<file path="src/rtl/udc_pkg.sv">
// udc_pkg: shared FSM state encoding and wrap-count width for the up/down count controller
package udc_pkg;
  typedef enum logic [1:0] {
    ST_IDLE = 2'd0,
    ST_RUN  = 2'd1,
    ST_DONE = 2'd2
  } udc_state_e;
  localparam int UDC_WRAP_W = 8;
endpackage

</file>
<file path="src/rtl/udc_step_core.sv">
// udc_step_core: mod-N up/down register; ports clk, rst, en (step), up (direction), clr -> q (value), wrap (this step wraps)
module udc_step_core #(
  parameter int N     = 10,
  parameter int WIDTH = $clog2(N)
) (
  input  logic             clk,
  input  logic             rst,
  input  logic             en,
  input  logic             up,
  input  logic             clr,
  output logic [WIDTH-1:0] q,
  output logic             wrap
);
  localparam logic [WIDTH-1:0] MAX = WIDTH'(N - 1);
  logic [WIDTH-1:0] q_q, q_d;
  always_comb begin
    wrap = en && (up ? q_q == MAX : q_q == '0);
    q_d  = clr ? '0 : !en ? q_q : up ? (q_q == MAX ? '0 : q_q + 1'b1) : (q_q == '0 ? MAX : q_q - 1'b1);
  end
  always_ff @(posedge clk) q_q <= rst ? '0 : q_d;
  assign q = q_q;
endmodule

</file>
<file path="src/rtl/updown_count_ctrl.sv">
// updown_count_ctrl: job controller stepping a mod-N counter toward a target; ports start/dir/target/hold/abort/clr in, count/busy/done/err/steps out, wraps out with UDC_WRAP_COUNT_EN
module updown_count_ctrl import udc_pkg::*; #(
  parameter int N     = 10,
  parameter int WIDTH = $clog2(N)
) (
  input  logic                  clk,
  input  logic                  rst,
  input  logic                  start,
  input  logic                  dir,
  input  logic [WIDTH-1:0]      target,
  input  logic                  hold,
  input  logic                  abort,
  input  logic                  clr,
  output logic [WIDTH-1:0]      count,
  output logic                  busy,
  output logic                  done,
  output logic                  err,
  output logic [WIDTH-1:0]      steps
`ifdef UDC_WRAP_COUNT_EN
  ,
  output logic [UDC_WRAP_W-1:0] wraps
`endif
);
  localparam logic [WIDTH:0] NL = (WIDTH + 1)'(N);
  udc_state_e       state_q, state_d;
  logic             dir_q, dir_d;
  logic [WIDTH-1:0] target_q, target_d, steps_q, steps_d;
  logic             busy_q, busy_d, done_q, done_d, err_q, err_d;
  logic             tgt_ok, accept, at_tgt, step, core_clr;
  always_comb begin
    tgt_ok   = {1'b0, target} < NL;
    accept   = state_q == ST_IDLE && start && tgt_ok;
    at_tgt   = count == target_q;
    step     = state_q == ST_RUN && !abort && !at_tgt && !hold;
    core_clr = state_q == ST_IDLE && clr && !start;
    state_d  = state_q == ST_IDLE ? (accept ? ST_RUN : ST_IDLE)
             : state_q == ST_RUN  ? (abort ? ST_IDLE : at_tgt ? ST_DONE : ST_RUN)
             : ST_IDLE;
    dir_d    = accept ? dir : dir_q;
    target_d = accept ? target : target_q;
    steps_d  = accept ? '0 : step ? steps_q + 1'b1 : steps_q;
    busy_d   = state_d == ST_RUN;
    done_d   = state_d == ST_DONE;
    err_d    = state_q == ST_IDLE && start && !tgt_ok;
  end
  always_ff @(posedge clk) begin
    if (rst) begin
      state_q  <= ST_IDLE;
      dir_q    <= 1'b0;
      target_q <= '0;
      steps_q  <= '0;
      busy_q   <= 1'b0;
      done_q   <= 1'b0;
      err_q    <= 1'b0;
    end else begin
      state_q  <= state_d;
      dir_q    <= dir_d;
      target_q <= target_d;
      steps_q  <= steps_d;
      busy_q   <= busy_d;
      done_q   <= done_d;
      err_q    <= err_d;
    end
  end
`ifdef UDC_WRAP_COUNT_EN
  logic                  wrap;
  logic [UDC_WRAP_W-1:0] wraps_q, wraps_d;
  always_comb wraps_d = accept ? '0 : (wrap && wraps_q != '1) ? wraps_q + 1'b1 : wraps_q;
  always_ff @(posedge clk) wraps_q <= rst ? '0 : wraps_d;
  assign wraps = wraps_q;
  udc_step_core #(.N(N), .WIDTH(WIDTH)) u_core (
    .clk(clk), .rst(rst), .en(step), .up(dir_q), .clr(core_clr), .q(count), .wrap(wrap)
  );
`else
  udc_step_core #(.N(N), .WIDTH(WIDTH)) u_core (
    .clk(clk), .rst(rst), .en(step), .up(dir_q), .clr(core_clr), .q(count), .wrap()
  );
`endif
  assign busy  = busy_q;
  assign done  = done_q;
  assign err   = err_q;
  assign steps = steps_q;
endmodule

</file>
<file path="config.mk">
export PLATFORM = sky130hd
export DESIGN_NAME = updown_count_ctrl
export DESIGN_NICKNAME = d
export VERILOG_FILES = /design/src/rtl/udc_pkg.sv /design/src/rtl/udc_step_core.sv /design/src/rtl/updown_count_ctrl.sv
export SDC_FILE = /design/constraint.sdc
export NUM_CORES = 1
export LEC_CHECK = 0
export ABC_CLOCK_PERIOD_IN_PS = 3600
export CAP_MARGIN = 20
export CORE_AREA = 2 2 46 48
export DETAILED_ROUTE_END_ITERATION = 12
export DIE_AREA = 0 0 48 50
export GPL_TIMING_DRIVEN = 0
export MAX_ROUTING_LAYER = met4
export PLACE_DENSITY = 0.79
export SYNTH_ARGS = -nofsm -noshare
export SYNTH_HDL_FRONTEND = slang
export SYNTH_HIERARCHICAL = 1
export SYNTH_SLANG_ARGS = --single-unit
</file>
<file path="constraint.sdc">
create_clock -name clk -period 3.6 [get_ports clk]
set_clock_uncertainty 0.1 [all_clocks]
set_input_delay 0.36 -clock clk [delete_from_list [all_inputs] [get_ports clk]]
set_output_delay 0.36 -clock clk [all_outputs]
set_load 0.05 [all_outputs]
</file>
==> results.md <==
* Run status: finished clean
* Clk slew on worst S/H paths at 0.10 ns
* Filler instances at 161
* Internal at 0.2966 mW
* Flop pwr share at 0.523
* Slowest Stage Delay on Critical Path at 0.87 ns
* Worst-path maximum fanout at 9
* WP data arrival at 1.70 ns
* I/O Buffers at 21
* R2R depth at 5
* Placed insts at 154
* Non-Filler Instances at 158
* Core area at 1902 um^2
* First-pass GRT wire length at 3222 um
* Final period util at 0.6007
* Syn_area_per_cell at 8.817 um^2
* Tmin final at 2.162 ns
* Hold path cells at 2
* DRT Wirelength at 1954 um
* Post-CTS Setup Inserts at 0
* Crit start category: flop
* Worst IR drop on VDD at 0.2780 mV
* Hold-fix buffer count after cts at 0
* Fin. Hold Viols at 0
* Via count at 844
* Bufs and invs on worst path at 1
* Post-layout util at 0.6388
* Wirelength per Cell at 12.37 um
* Sink Count at 18
* GRT overflow at 0
* CTS Buf Count at 3
* DRC at 0
* Via/cell ratio at 5.342
* Sw Ratio at 0.2638
* Crit path cell chain: clkdlybuf4s50_1
* GRT Total Usage at 0.1918
* DRT Pass-1 Iters at 4
* Power per cell area at 331.6 nW/um^2
* Top Family by Delay on Critical Path: buffers and inverters
* Clock buffer depth at 2
* Actual slew at the worst max-slew pin at 0.7086 ns
* Worst Path Required at 3.14 ns
* Number of global-route vias before repair at 738
* Final setup TNS at 0 ns
* Synthesized area at 934.6 um^2
* Die Y at 50 um
* Initial Util at 0.4914
* FF+latch area at 360.3 um^2
* Die W at 48 um
* Post_cts resized at 0
* GPL Wtd Cong at 0.8031
* Clock Latency Late Sink at 0.30 ns
* H-tree levels at 1
* Worst path depth at 1
* Leakage at 0.4239 nW
* Final slew viol count at 0
* Clock share of power at 0.312
* Yosys warnings at 6
* CTS tree: yes
* Detailed Place HPWL at 1437 um
* Critical path type: reg -> out
* Floorplan row count at 16
* Multi-input logic area at 531.8 um^2
* N_diodes at 0
* Initial DRC count at 24
* Fin nets at 144
* Setup Viol. Count Final at 0
* Net load switching power at 0.1063 mW
* Syn Nets at 118
* Maxcap violations at 0
* Io pins at 22
* Post-route antenna net violation count at 0
* DIE AREA at 2400 um^2
* Relative slew slack at 0.5209
* Endpoint class of the critical path: output pin
* Initial antenna violation count at 0
* Unrepaired setup endpoints after global routing: false
* CTS Root Cell: clkbuf_4
* Pin count of the biggest net entering global routing at 14
* Min-Delay Path Class: reg -> reg
* Combinational power share at 0.165
* Area grow syn2layout at 29.99%
* Maximum clock frequency at 462.4 MHz
* Share of layout cells above drive strength 1 at 0.1145
* Critical path's slowest cell: clkdlybuf4s50_1
* Post-synthesis cell count at 106
-- through the flow --
step           total power, mW  instance area [um^2]  hold WS [ns]  worst slack [ns]
5_1_grt                 0.4213                  1215        0.4070             1.385
6_report                0.4029                  1215        0.3834             1.438
2_1_floorplan           0.2566                 934.6        0.3335             1.621
4_1_cts                 0.4060                  1215        0.3807             1.437
3_5_place_dp            0.2807                  1179        0.3657             1.163
3_3_place_gp            0.2793                  1179        0.3515             1.175
-- state kept, by name (all words and copies together), names as in the netlist --
register and cells:
u_core/q 4, dir_q 1, done 1, steps 4
state_q 2, busy 1, target_q 4, err 1
-- layout by cell type (no fill, tap or decap), types with 2 or more instances in the layout --
cell type,n
clkdlybuf4s50_1,21
dfxtp_1,18
nand2_1,16
a21oi_1,9
xnor2_1,6
o21ai_0,6
nor3_1,6
nand3_1,4
nor2_1,4
nor3b_2,3
inv_1,3
clkbuf_4,3
nor2b_1,2
o21ai_1,2
nand4_1,2
mux2i_1,2
buf_6,2
-- metal layers --
| layer | wire length [um] | GRT usage |
|---|---|---|
| met1 | 897 | 0.2483 |
| met2 | 937 | 0.2778 |
| met3 | 82 | 0.04396 |
| met4 | 37 | 0.08559 |
| met5 | 0 | - |
-- tightest hold or removal path, cell delays in order (launching register included) --
cell and delay (ns):
dfxtp_1 0.34, nand2_1 0.06, a21oi_1 0.05
-- final timing paths --
| kind | slack (ns) | start | end |
|---|---|---|---|
| worst max-delay path | 1.44 | u_core/q[3]$_SDFFE_PP0P_ | count[3] |
| worst max register to register | 1.60 | state_q[0]$_SDFF_PP0_ | u_core/q[1]$_SDFFE_PP0P_ |
| worst min-delay path | 0.38 | target_q[1]$_SDFFE_PP0P_ | target_q[1]$_SDFFE_PP0P_ |
| worst min register to register | 0.38 | target_q[1]$_SDFFE_PP0P_ | target_q[1]$_SDFFE_PP0P_ |
-- power by group through the flow --
stage	Sequential, mW	Clock, mW	Combinational (mW)
detailed placement	0.215	0	0.0653
floorplan	0.221	0	0.0352
global placement	0.215	0	0.0643
global route	0.212	0.137	0.0728
CTS	0.211	0.129	0.0663
finish	0.211	0.126	0.0664
-- area by class of cell --
| type | instances | share of cell area |
|---|---|---|
| Buffer | 4 | 0.02575 |
| Clock buffer | 4 | 0.02987 |
| Inverter | 3 | 0.009269 |
| Multi-Input combinational cell | 81 | 0.4377 |
| Sequential cell | 18 | 0.2966 |
| Tap cell | 27 | 0.02781 |
| Timing Repair Buffer | 21 | 0.1730 |
Power figures use the tool's default switching activity.
==> patch 1, RTL diff (same flow settings) <==
Register the output `err` once more, cleared by the reset; this adds one clock of latency there. The other outputs are not delayed to match.
--- a/src/rtl/updown_count_ctrl.sv
+++ b/src/rtl/updown_count_ctrl.sv
@@ -78,7 +78,13 @@
 `endif
   assign busy  = busy_q;
   assign done  = done_q;
-  assign err   = err_q;
+  always_ff @(posedge clk) begin
+    if (rst) begin
+      err <= '0;
+    end else begin
+      err <= err_q;
+    end
+  end
   assign steps = steps_q;
 endmodule
 
Formal check against the unedited RTL: not equivalent (a bounded check fails within 4 cycles, from zero or initial values and one cycle with rst high).
==> patch 1 against the original RTL <==
- synthesized cell count is 1.9% higher
- final cell count increased by 1.3%
- area after synthesis is 2.8% higher
- count of clock-buffer cells in the layout unchanged
- worst hold slack lost 0.024 ns
- wire length is 1.3% higher
- worst setup slack lost 0.035 ns
- sequential cell count increased by 1
- fmax is 1.6% lower
- critical path type is now primary input to flip-flop
- power fell by 2.5%
- final area up 1.3%
- core utilization grew 0.86 points
==> patch 1: results (changes against the original RTL) <==
[layout]
nNetsFinal = 146  ; was 144
fillerInstances = 171  ; was 161
insertedDiodeCount = 0  ; unchanged
share_of_final_layout_standard_cells_stronger_than_drive_strength_1_pct = 10.5  ; was 11.5%
area_growth_pct = 28.1  ; was 30.0%

[clock_network]
clk-insertion-delay-late_ns = 0.29
cts_setup_buffers = 0  ; unchanged
cts_hold_repair.buffers = 0  ; unchanged
number_of_buffers_created_by_cts = 3  ; unchanged
clock_pin_slew_on_the_worst_setup_and_hold_paths_ns = 0.10  ; about the same
cts_repair_resize_count = 0  ; unchanged
htree_num_levels = 1  ; unchanged
clock_path_buffers = 2  ; unchanged
cts_root_buf = sky130_fd_sc_hd__clkbuf_4  ; unchanged

[setup_path]
critical-path-top-delay-family = simple AND/OR/NAND/NOR gates  ; was buffers and inverters
cpPeakStageDelay_ns = 0.56  ; was 0.87 ns
crit_fanout = 13  ; was 9
worst_ep_arrival_time_ns = 2.31  ; was 1.70 ns
slowest_cell_on_the_critical_path = sky130_fd_sc_hd__or4b_4  ; was sky130_fd_sc_hd__clkdlybuf4s50_1

[place]
gp_congestion = 0.805  ; was 0.803
postPlaceCellArea_sq_um = 1200  ; was 1180 sq um
io_buffer_count = 21  ; unchanged
place.detailed.hpwl_um = 1510  ; was 1440 um
placed_cells = 156  ; was 154
dpl_worst_slack_ns = 1.12  ; was 1.16 ns

[global_routing]
grt_start_max_net_pins = 14  ; unchanged
number_of_global_route_vias_before_repair = 743  ; was 738
gr-usage-met1_pct = 23.7  ; was 24.8%
wire_length_of_the_first_global_routing_pass_um = 3230  ; was 3220 um
grt_use_met2_pct = 29.1  ; was 27.8%
grt_antenna_before_repair = 0  ; unchanged
met3_usage_pct = 3.30  ; was 4.40%
groute.usage.overall_pct = 18.9  ; was 19.2%

[drt]
detailedRoute.firstPassIterationCount = 4  ; unchanged
first_iter_violations = 17  ; was 24
route.layer.met1.wl_um = 909  ; was 897 um
route.met3.wl_um = 59  ; was 82 um
routed_wl_per_cell_um = 12.4  ; about the same
via_count = 865  ; was 844
met2_wl_um = 986  ; was 937 um
top_signal_layer_used = met4  ; unchanged
drt-total-wl_um = 1980  ; was 1950 um

[power_and_ir_drop]
leakage_uw = 0.000428  ; was 0.000424 uW
irDropWorstVdd_mv = 0.210  ; was 0.278 mV

[sta]
worst_slew_margin_rel_pct = 59.3  ; was 52.1%

[hold_path]
min_path_type = flip-flop to flip-flop  ; unchanged

[synth]
synth.yosys.warnings = 6  ; unchanged
average_cell_area_after_synthesis_sq_um = 8.90  ; was 8.82 sq um
synth_fp_nets = 120  ; was 118

[status]
outcome = finished, final reports clean  ; unchanged

## patch 1: changes by cell type in the layout (fill, tap and decap cells not counted), sizes merged
cell / delta
clkbuf: -1
buf: +1
dfxtp: +1
nor2b: +1
## patch 1: report_power, final
part	switching (uW)	internal, uW
Clock	62.0	43.1
Sequential	5.43	217
Combinational	36.1	29.1
## patch 1: cell type report
type,instances,area share (%)
multi-input cells,82,43.7
flip-flops and latches,19,30.9
clock buffers,4,2.13
inverters,3,0.915
plain buffers,4,2.54
repair buffers,21,17.1
well taps,27,2.74
## patch 1: path summary, 6_finish.rpt
kind	start	end	slack, ns	depth (start not counted)
setup / recovery	abort	u_core/q[1]$_SDFFE_PP0P_	1.40	6
hold / removal	err_q$_SDFF_PP0_	err$_SDFF_PP0_	0.36	1
setup reg to reg	state_q[0]$_SDFF_PP0_	u_core/q[1]$_SDFFE_PP0P_	1.54	5
hold reg to reg	err_q$_SDFF_PP0_	err$_SDFF_PP0_	0.36	1
==> patch 2, RTL diff (config.mk and constraints unchanged) <==
Without the edit above. `N` is set to 10 in 2 places; all go to 9.
--- a/src/rtl/udc_step_core.sv
+++ b/src/rtl/udc_step_core.sv
@@ -1,6 +1,6 @@
 // udc_step_core: mod-N up/down register; ports clk, rst, en (step), up (direction), clr -> q (value), wrap (this step wraps)
 module udc_step_core #(
-  parameter int N     = 10,
+  parameter int N     = 9,
   parameter int WIDTH = $clog2(N)
 ) (
   input  logic             clk,
--- a/src/rtl/updown_count_ctrl.sv
+++ b/src/rtl/updown_count_ctrl.sv
@@ -1,6 +1,6 @@
 // updown_count_ctrl: job controller stepping a mod-N counter toward a target; ports start/dir/target/hold/abort/clr in, count/busy/done/err/steps out, wraps out with UDC_WRAP_COUNT_EN
 module updown_count_ctrl import udc_pkg::*; #(
-  parameter int N     = 10,
+  parameter int N     = 9,
   parameter int WIDTH = $clog2(N)
 ) (
   input  logic                  clk,
Function: changed (Yosys sat finds a counterexample within 4 cycles, from zero or initial values and one cycle with rst high).
==> patch 2 against the original RTL <==
- sequential cell count unchanged
- power down 10%
- via count up 0.36%
- final area down 2.2%
- area after synthesis down 1.3%
- count of clock-buffer cells in the layout down 1
- wire length down 3.5%
- worst setup slack worse by 0.18 ns
- die area unchanged
- global-route usage down 0.20 points
- combinational power down 14%
- critical path type is now primary input to flip-flop
- largest cell class unchanged
- largest power group unchanged
==> patch 2: results (changes against the original RTL) <==
[status]
outcome = finished, final reports clean  ; unchanged

[sta]
ratio_of_final_minimum_period_to_clock_period_pct = 65.0  ; was 60.1%
worst_slew_pin_slew_ns = 0.524  ; was 0.709 ns

[global_routing]
number_of_global_route_vias_before_repair = 806  ; was 738
gr-usage-met1_pct = 21.5  ; was 24.8%
grt_use_met2_pct = 32.7  ; was 27.8%
grt_start_max_net_pins = 11  ; was 14
wire_length_of_the_first_global_routing_pass_um = 3210  ; was 3220 um
groute.usage.overall_pct = 19.0  ; was 19.2%
met3_usage_pct = 3.30  ; was 4.40%

[clock_network]
clk-insertion-delay-late_ns = 0.28  ; was 0.30 ns
clock_path_buffers = 2  ; unchanged

[drt]
via_count = 847  ; was 844
first_iter_violations = 19  ; was 24
route.met3.wl_um = 67  ; was 82 um
routed_wl_per_cell_um = 12.2  ; was 12.4 um
met2_wl_um = 977  ; was 937 um
top_signal_layer_used = met4  ; unchanged

[place]
dpl_worst_slack_ns = 1.00  ; was 1.16 ns
place.detailed.hpwl_um = 1460  ; was 1440 um
gp_congestion = 0.811  ; was 0.803
io_buffer_count = 21  ; unchanged

[setup_path]
end_kind = flip-flop  ; was output pin
regToRegEndpoint = u_core/q[2]$_SDFFE_PP0P_  ; was u_core/q[1]$_SDFFE_PP0P_
crit_fanout = 7  ; was 9
launching_instance_or_port_of_the_critical_path = abort  ; was u_core/q[3]$_SDFFE_PP0P_
r2r_setup_slack_ns = 1.45  ; was 1.60 ns
worst_ep_arrival_time_ns = 2.47  ; was 1.70 ns

[synth]
postSynth.topFlopCell = sky130_fd_sc_hd__dfxtp_1
synth_fp_nets = 117  ; was 118
synth_top_cells_by_count = sky130_fd_sc_hd__dfxtp_1, sky130_fd_sc_hd__nor2_1, sky130_fd_sc_hd__a21oi_1, sky130_fd_sc_hd__inv_1, sky130_fd_sc_hd__xnor2_1

[power_and_ir_drop]
cell_internal_power_dissipation_uw = 271  ; was 297 uW
p_comb_uw = 57.2  ; was 66.4 uW
irDropWorstVdd_mv = 0.222  ; was 0.278 mV
power_switching_share_pct = 24.9  ; was 26.4%
leakage_uw = 0.000435  ; was 0.000424 uW

[layout]
nNetsFinal = 143  ; was 144
share_of_final_layout_standard_cells_stronger_than_drive_strength_1_pct = 9.45  ; was 11.5%
fillerInstances = 163  ; was 161

[hold_path]
holdPathEnd = target_q[3]$_SDFFE_PP0P_  ; was target_q[1]$_SDFFE_PP0P_
min_from = target_q[3]$_SDFFE_PP0P_  ; was target_q[1]$_SDFFE_PP0P_

[patch 2: per-stage QoR]
stage / std cells / instance area (sq um) / hold WS [ns]
after floorplan: 103 / 922 / 0.333
after global placement: 151 / 1170 / 0.359
after detailed placement: 151 / 1170 / 0.368
after CTS: 154 / 1190 / 0.382
after global routing: 154 / 1190 / 0.421
final: 154 / 1190 / 0.379
[patch 2: worst max-delay path, stage by stage]
cell                              delay, ns
sky130_fd_sc_hd__clkdlybuf4s50_1       0.44
sky130_fd_sc_hd__or4b_1                0.53
sky130_fd_sc_hd__a41o_2                0.30
sky130_fd_sc_hd__inv_1                 0.20
sky130_fd_sc_hd__nor2b_1               0.24
sky130_fd_sc_hd__nand3_1               0.12
sky130_fd_sc_hd__a21oi_1               0.14
sky130_fd_sc_hd__o21a_1                0.14
[patch 2: layout make-up]
class                      instances  area share (%)
clock buffer                       3            1.89
buffer                             4            2.21
tap                               27            2.84
timing repair buffer              21            17.7
multi-input combinational         74            42.8
inverter                           7            2.21
sequential                        18            30.3
